## config.mk

```make
export PLATFORM = sky130hd
export DESIGN_NAME = ifetch_q
export DESIGN_NICKNAME = d
export VERILOG_FILES = /design/src/rtl/ifetch_q.sv
export SDC_FILE = /design/constraint.sdc
export NUM_CORES = 1
export LEC_CHECK = 0
export CORE_ASPECT_RATIO = 2
export CORE_MARGIN = 8
export CORE_UTILIZATION = 58
export CTS_BUF_LIST = sky130_fd_sc_hd__clkbuf_16
export DETAILED_ROUTE_END_ITERATION = 12
export GPL_TIMING_DRIVEN = 1
export PLACE_DENSITY_LB_ADDON = 0.08
export SYNTH_ARGS = -nofsm -noshare
export SYNTH_HDL_FRONTEND = slang
export SYNTH_SLANG_ARGS = --single-unit
```

## constraint.sdc

```tcl
create_clock -name clk -period 8.8 [get_ports clk]
set_input_delay 2.64 -clock clk [delete_from_list [all_inputs] [get_ports clk]]
set_output_delay 2.64 -clock clk [all_outputs]
set_load 0.01 [all_outputs]
```

## src/rtl/ifetch_q.sv

```systemverilog
// Instruction fetch stage: one outstanding ICache request, PC steered by predictor and ROB
// redirects, fetched instructions buffered in an IQ_DEPTH-entry queue toward the decoder.
module ifetch_q #(
    parameter int unsigned         ADDR_W   = 32,
    parameter int unsigned         INSTR_W  = 32,
    parameter int unsigned         IQ_DEPTH = 8,
    parameter logic [ADDR_W-1:0]   RESET_PC = '0,
    parameter int unsigned         PC_STEP  = 4
) (
    input  logic                        clk,
    input  logic                        rst,
    input  logic                        rdy,
    input  logic                        jump_wrong,
    input  logic [ADDR_W-1:0]           jump_pc,
    output logic                        icache_enable,
    output logic [ADDR_W-1:0]           pc_to_fetch,
    input  logic                        icache_success,
    input  logic [INSTR_W-1:0]          instr_fetched,
    input  logic                        is_jump_instr,
    input  logic                        jump_prediction,
    input  logic [ADDR_W-1:0]           predict_jump_pc,
    input  logic                        stall_IF,
    output logic                        decoder_enable,
    output logic [INSTR_W-1:0]          instr_to_decode,
    output logic [ADDR_W-1:0]           pc_to_decode,
    output logic                        pred_taken_to_decode,
    output logic [$clog2(IQ_DEPTH):0]   iq_count
);

    localparam int unsigned PTR_W = $clog2(IQ_DEPTH);
    localparam int unsigned CNT_W = PTR_W + 1;

    localparam logic [1:0] IDLE = 2'd0;
    localparam logic [1:0] WAIT = 2'd1;
    localparam logic [1:0] DROP = 2'd2;

    localparam logic [CNT_W-1:0]  FULL = CNT_W'(IQ_DEPTH);
    localparam logic [ADDR_W-1:0] STEP = ADDR_W'(PC_STEP);

    logic [1:0]         state_q, state_d;
    logic [ADDR_W-1:0]  pc_q, pc_d;
    logic [PTR_W-1:0]   head_q, head_d, tail_q, tail_d;
    logic [CNT_W-1:0]   count_q, count_d;
    logic               dec_en_q, dec_en_d;
    logic [INSTR_W-1:0] dec_instr_q, dec_instr_d;
    logic [ADDR_W-1:0]  dec_pc_q, dec_pc_d;
    logic               dec_taken_q, dec_taken_d;

    logic [INSTR_W-1:0] iq_instr_q [IQ_DEPTH];
    logic [ADDR_W-1:0]  iq_pc_q    [IQ_DEPTH];
    logic [IQ_DEPTH-1:0] iq_taken_q;

    logic               taken;
    logic               push;
    logic               pop;
    logic [CNT_W-1:0]   count_after;

    assign taken       = is_jump_instr & jump_prediction;
    assign push        = (state_q == WAIT) && icache_success && !jump_wrong;
    assign pop         = !jump_wrong && !stall_IF && (count_q != '0);
    assign count_after = count_q + CNT_W'(push) - CNT_W'(pop);

    always_comb begin
        state_d     = state_q;
        pc_d        = pc_q;
        head_d      = head_q;
        tail_d      = tail_q;
        count_d     = count_q;
        dec_en_d    = 1'b0;
        dec_instr_d = dec_instr_q;
        dec_pc_d    = dec_pc_q;
        dec_taken_d = dec_taken_q;

        if (jump_wrong) begin
            // A redirect flushes everything; an in-flight request must still drain in DROP.
            pc_d    = jump_pc;
            head_d  = '0;
            tail_d  = '0;
            count_d = '0;
            if (state_q == WAIT) begin
                state_d = icache_success ? IDLE : DROP;
            end
        end else begin
            if (pop) begin
                dec_en_d    = 1'b1;
                dec_instr_d = iq_instr_q[head_q];
                dec_pc_d    = iq_pc_q[head_q];
                dec_taken_d = iq_taken_q[head_q];
                head_d      = head_q + 1'b1;
            end
            if (push) begin
                tail_d = tail_q + 1'b1;
            end
            count_d = count_after;

            unique case (state_q)
                IDLE: begin
                    if (count_q < FULL) state_d = WAIT;
                end
                WAIT: begin
                    if (icache_success) begin
                        pc_d    = taken ? predict_jump_pc : pc_q + STEP;
                        // Only keep fetching when the next response is guaranteed a slot.
                        state_d = (count_after < FULL) ? WAIT : IDLE;
                    end
                end
                DROP: begin
                    if (icache_success) state_d = IDLE;
                end
                default: state_d = IDLE;
            endcase
        end
    end

    always_ff @(posedge clk or negedge rst) begin
        if (!rst) begin
            state_q     <= IDLE;
            pc_q        <= RESET_PC;
            head_q      <= '0;
            tail_q      <= '0;
            count_q     <= '0;
            dec_en_q    <= 1'b0;
            dec_instr_q <= '0;
            dec_pc_q    <= '0;
            dec_taken_q <= 1'b0;
        end else if (rdy) begin
            state_q     <= state_d;
            pc_q        <= pc_d;
            head_q      <= head_d;
            tail_q      <= tail_d;
            count_q     <= count_d;
            dec_en_q    <= dec_en_d;
            dec_instr_q <= dec_instr_d;
            dec_pc_q    <= dec_pc_d;
            dec_taken_q <= dec_taken_d;
        end
    end

    // Queue storage needs no reset: entries are only read after being written.
    always_ff @(posedge clk) begin
        if (rdy && push) begin
            iq_instr_q[tail_q] <= instr_fetched;
            iq_pc_q[tail_q]    <= pc_q;
            iq_taken_q[tail_q] <= taken;
        end
    end

    assign icache_enable        = (state_q == WAIT);
    assign pc_to_fetch          = pc_q;
    assign decoder_enable       = dec_en_q;
    assign instr_to_decode      = dec_instr_q;
    assign pc_to_decode         = dec_pc_q;
    assign pred_taken_to_decode = dec_taken_q;
    assign iq_count             = count_q;

endmodule

```

After elaboration in Yosys (flattened, before gate mapping):

Memory sizes are Yosys's and may differ from the RTL's. A register that Yosys moved wholly into a read port is not among the register bits.
Index checks and enable logic that the tools add are counted.

* flip-flop bits (word level): 54
* bits in latches: 0
* bits in writable memories: 512
* memory bits (read-only): 0
* input bits: 104
* output and inout bits: 103
* logic and storage cells: 75
* memories kept: 2

* $add $sub $neg: 5
* multiply operators: 0
* div/mod/pow operators: 0
* order comparisons: 5
* equality and inequality tests: 6
* shift-type cells: 0
* multiplexer cells: 26
* bitwise logic cells: 2
* reduce and logical (&&, ||, !) cells: 21

Memory list
* iq_instr_q: depth 8, width 32, read ports 1, clocked after memory_dff 1, write ports 1, line 49 `logic [INSTR_W-1:0] iq_instr_q [IQ_DEPTH];`
* iq_pc_q: depth 8, width 32, read ports 1, clocked after memory_dff 1, write ports 1, line 50 `logic [ADDR_W-1:0] iq_pc_q [IQ_DEPTH];`

Operators by type and width (count)
* $mux W32: 4
* $add A32 B3 Y32 const B: 1
* $mux W2: 6
* $mux W3: 4
* $bwmux W8: 1
* $lt A3 B4 Y1 const B: 2
* $lt A4 B4 Y1 const B: 2
* $reduce_bool A2 Y1: 4
* $mux W1: 7
* $add A3 B1 Y3 const B: 2
* $logic_and A1 B1 Y1: 6
* $ne A3 B3 Y1 const B: 2
* $pmux W2 S3: 1
* $reduce_and A3 Y1: 2
* $reduce_and A5 Y1: 1
* $add A4 B1 Y4: 1
* $logic_not A1 Y1: 4
* $mux W4: 1
* $reduce_and A2 Y1: 2
* $reduce_bool A4 Y1: 1
* $sub A4 B1 Y4: 1
* $bmux W1 S3: 1
* $demux W1 S3: 1
* $ge A3 B1 Y1 const B: 1
* 7 further kinds: 7

Logic depth before layout (Yosys ltp):

* word-level depth: 10
* depth in mapped cells: 11
* gate-level depth less buffers: 11

Worst setup path after synthesis:

No wires, ideal clock.

* path type: input -> register
* start point: input port rdy
* end point: memory iq_instr_q[0][0], enable pin
* arrival time: 9395 ps
* required time: 8152 ps
* path slack: -1243 ps
* stages: 4
* path buffers: 1
* cell sequence: clkbuf_1 nor2b_1 nand2_1 nor4_1

* word-level cells in the longest chain between the ends: 3

RTL lines
* start: declaration: line 12 `input logic rdy,`
* $logic_and A1 B1 Y1: line 141 `if (rdy && push) begin`
* $mux W1: line 141
* $mux W1 (not written as such): line 142 `iq_instr_q[tail_q] <= instr_fetched;`
* end: declaration: line 49

No other way between the ends.

Worst setup path in the final report:

* start point: input port icache_success
* end point: memory iq_pc_q[6][30], enable pin

* word-level cells in the longest chain between the ends: 5

RTL lines
* start: declaration: line 17 `input logic icache_success,`
* $logic_and A1 B1 Y1 (2 in series): line 59 `assign push = (state_q == WAIT) && icache_success && !jump_wrong;`
* $logic_and A1 B1 Y1: line 141
* $mux W1: line 141
* $mux W1 (not written as such): line 143 `iq_pc_q[tail_q] <= pc_q;`
* end: declaration: line 50

No other way between the ends.

==> metrics.txt <==
run status finished, final reports clean; largest family of logic cells by synthesized area multiplexers; synthesized-area fraction occupied by adder cells 0.00435; vias per inst 6.05; max-slew violation count 0; syn_nets 1465; dpl hpwl 32.1 mm; period utilization 0.639; post-synthesis compound-gate area fraction 0.0489; Arrival @ worst endpoint 5.84 ns; CTS Sinks 630; H-tree levels 2; CTS tree yes; RSZ-0062 raised after global routing false; Final #Nets 1675; Max clock buf depth 3; max-cap violations 0; detailed-route DRC error count 0; Root Driver clkbuf_16; Core Region 42300 µm²; # diodes 0; post-synthesis cell count 1353; syn_area_per_cell 18.3 µm²; die area 49900 µm²; Post-Syn Area 24700 µm²; final WL 52.5 mm; worst-skew pair later-pin latency 0.57 ns; Worst Path Max Fanout 41; Num CTS Buffers 53; Hold Vio Cnt, Final 0; Vias 13000; Die Y 308 µm; post-route ant nets 0; vias in the first global route 14200; cts hold-fix bufs 0; DR iter-0 viols 1003; setup bufs post-CTS 0; Period minus WS final 5.62 ns; post-synthesis simple-gate area fraction 0.0392; top-area cell type share of the netlist area 0.632; kind of critical path input port to flop; most frequent cell after synthesis edfxtp_1; Slowest-stage cell, CP nor2_4; Setup WS post-layout 3.18 ns; Post-synth EDFFs 520; Initial Util 0.584; Reg clk slew, reported paths 0.06 ns; Pwr per Cell Area 262 nW/µm²; CP endpoint kind flop; dpl ws 2.60 ns; largest net degree at the start of global routing 79; top post-synthesis cells by count 520 x edfxtp_1, 130 x mux4_2, 116 x o21ai_0; max_slew headroom 0.284; Chip Width 162 µm; mux cell area share after synthesis 0.145; Max Clock Skew 0.0168 ns; Seq cells post-synth 630; Total GRT Usage 0.214; Unique masters post-synth 53; layout cells sized above 1 0.154; post-cts resize count 0; first-pass GRT wire length 81.6 mm; CP required 9.02 ns; initial antenna violation count 0; post-DR wirelength/cell 24.4 µm; most area-consuming cells after synthesis edfxtp_1 63%, mux4_2 12%, dfrtp_1 11%, mux2i_1 2.7%, o21ai_0 2.3%; cell taking the most area after synthesis edfxtp_1; grt total ovfl 0; post-synthesis xor/xnor area fraction 0.00425; met3 usage 0.0386; met2 usage 0.367; Global Route met1 Usage 0.277; Leakage 10.2 nW; Syn. warnings 0; # rows 107; sequential-to-total area share from yosys stat 0.743; cells along the critical path clkdlybuf4s50_1, and3b_1, o21ai_2, buf_4, nor2_1, nand2_1, nor2_4, buf_4; PortBufs 206; Finish-stage setup viols 0; Crit path top cell by count buf_4; Area Growth Syn to Fin 17.8%; TritonRoute pass-1 iters 6; Tightest Hold Check Type flop to flop; Peak supply drop 0.195 mV; # fillers 2840; I/O pins 207; crit path launch type input port; worst-margin pin slew 1.07 ns; max incr delay on CP 0.76 ns; register area 18400 µm²; Placer Congestion 0.930; area of the multi-input gates 6050 µm²; Max Fclk 178 MHz; GRT busiest layer met2; post-synthesis async set-or-reset flop share 0.175; post-route setup TNS 0 ns; prevailing post-synth register cell edfxtp_1
==> cells in the final DEF (no fill, tap or decap), types with 3 or more instances in the layout <==
cell,Yosys,routed
nor3_2,0,4
clkinv_1,1,16
nor3_1,8,4
o22ai_1,10,10
nor2_4,0,3
inv_1,15,24
nand3_1,12,12
nand2_1,114,113
clkdlybuf4s50_1,0,205
nor4_4,2,3
and3_1,16,16
o31ai_1,3,3
dfrtp_1,110,108
edfxtp_1,520,520
ha_1,7,7
a31oi_1,8,8
xor2_1,9,9
a221oi_1,7,7
nor2_1,29,26
xnor2_1,3,3
o211ai_1,3,3
a211oi_1,4,4
clkbuf_16,0,57
bufinv_16,0,3
nand2b_1,3,3
a21oi_1,39,39
clkinv_2,0,10
mux2i_1,66,66
nor2b_1,3,3
buf_4,0,23
o21ai_0,116,116
mux4_2,130,130
nand4_1,7,7
==> report_power, final <==
group          switching [W]  internal, W  leakage [nW]
Clock                0.00100      0.00126         0.873
Combinational       0.000662     0.000871          3.24
Sequential          0.000334      0.00349          6.05
Total                0.00200      0.00562          10.2
==> sequential cells by signal, indices dropped and copies added (netlist names) <==
name	count
state_q	2
iq_instr_q	256
iq_pc_q	256
iq_count	4
pc_to_decode	32
pred_taken_to_decode	1
tail_q	3
decoder_enable	1
pc_to_fetch	32
iq_taken_q	8
head_q	3
instr_to_decode	32
==> metrics by stage <==
| stage | utilization | area, µm² | total power, W | instances | hold slack (ns) |
|---|---|---|---|---|---|
| after CTS | 0.688 | 29100 | 0.00772 | 2151 | 0.485 |
| after global placement | 0.648 | 27400 | 0.00542 | 2053 | 0.462 |
| after detailed placement | 0.648 | 27400 | 0.00546 | 2053 | 0.471 |
| after floorplan | - | 24700 | 0.00471 | 1353 | 0.494 |
| after global routing | 0.688 | 29100 | 0.00796 | 2151 | 0.498 |
| final | 0.688 | 29100 | 0.00762 | 2151 | 0.480 |
==> cell families (layout without fill, tap and decap cells) <==
| family | count (synthesis) | after routing |
|---|---|---|
| adders and majority gates | 8 | 8 |
| buffers and inverters | 91 | 344 |
| DFF | 630 | 630 |
| and+or+nand+nor | 205 | 205 |
| xor gates and xnor gates | 12 | 12 |
| AOI/OAI and AO/OA | 211 | 211 |
| muxes | 196 | 196 |
==> per-layer routing <==
metal | vias to the layer above | wire (µm)
li1 | 5813 | -
met1 | 6692 | 21500
met5 | - | 0
met3 | 73 | 3130
met4 | 0 | 1020
met2 | 438 | 26900
==> worst max-delay path: cells and delay by family <==
kind	cells	cell delay (ns)
AO/OA/AOI/OAI	1	0.06
buffers and inverters	3	1.31
AND/OR/NAND/NOR	4	1.79
==> worst paths after layout <==
kind                                                  from                         endpoint  slack (ns)  cells past startpoint
max                                         icache_success         iq_pc_q[6][30]$_DFFE_PP_        3.18                      8
min                        instr_to_decode[30]$_DFFE_PN0P_  instr_to_decode[30]$_DFFE_PN0P_        0.48                      2
max reg2reg                         state_q[0]$_DFFE_PN0P_         iq_pc_q[6][30]$_DFFE_PP_        5.25                      7
min reg2reg                instr_to_decode[30]$_DFFE_PN0P_  instr_to_decode[30]$_DFFE_PN0P_        0.48                      2
max in group asynchronous                              rst            head_q[1]$_DFFE_PN0P_        5.47                      2
min in group asynchronous                              rst  instr_to_decode[26]$_DFFE_PN0P_        2.04                      1
==> area by class of cell <==
type,count,area share
clock buffers,57,0.0490
clock inverters,41,0.00958
inverters,17,0.00228
multi-input cells,632,0.208
flip-flops and latches,630,0.631
well taps,545,0.0234
repair buffers,229,0.0768
Note: power is estimated with default switching activity, not from simulation.
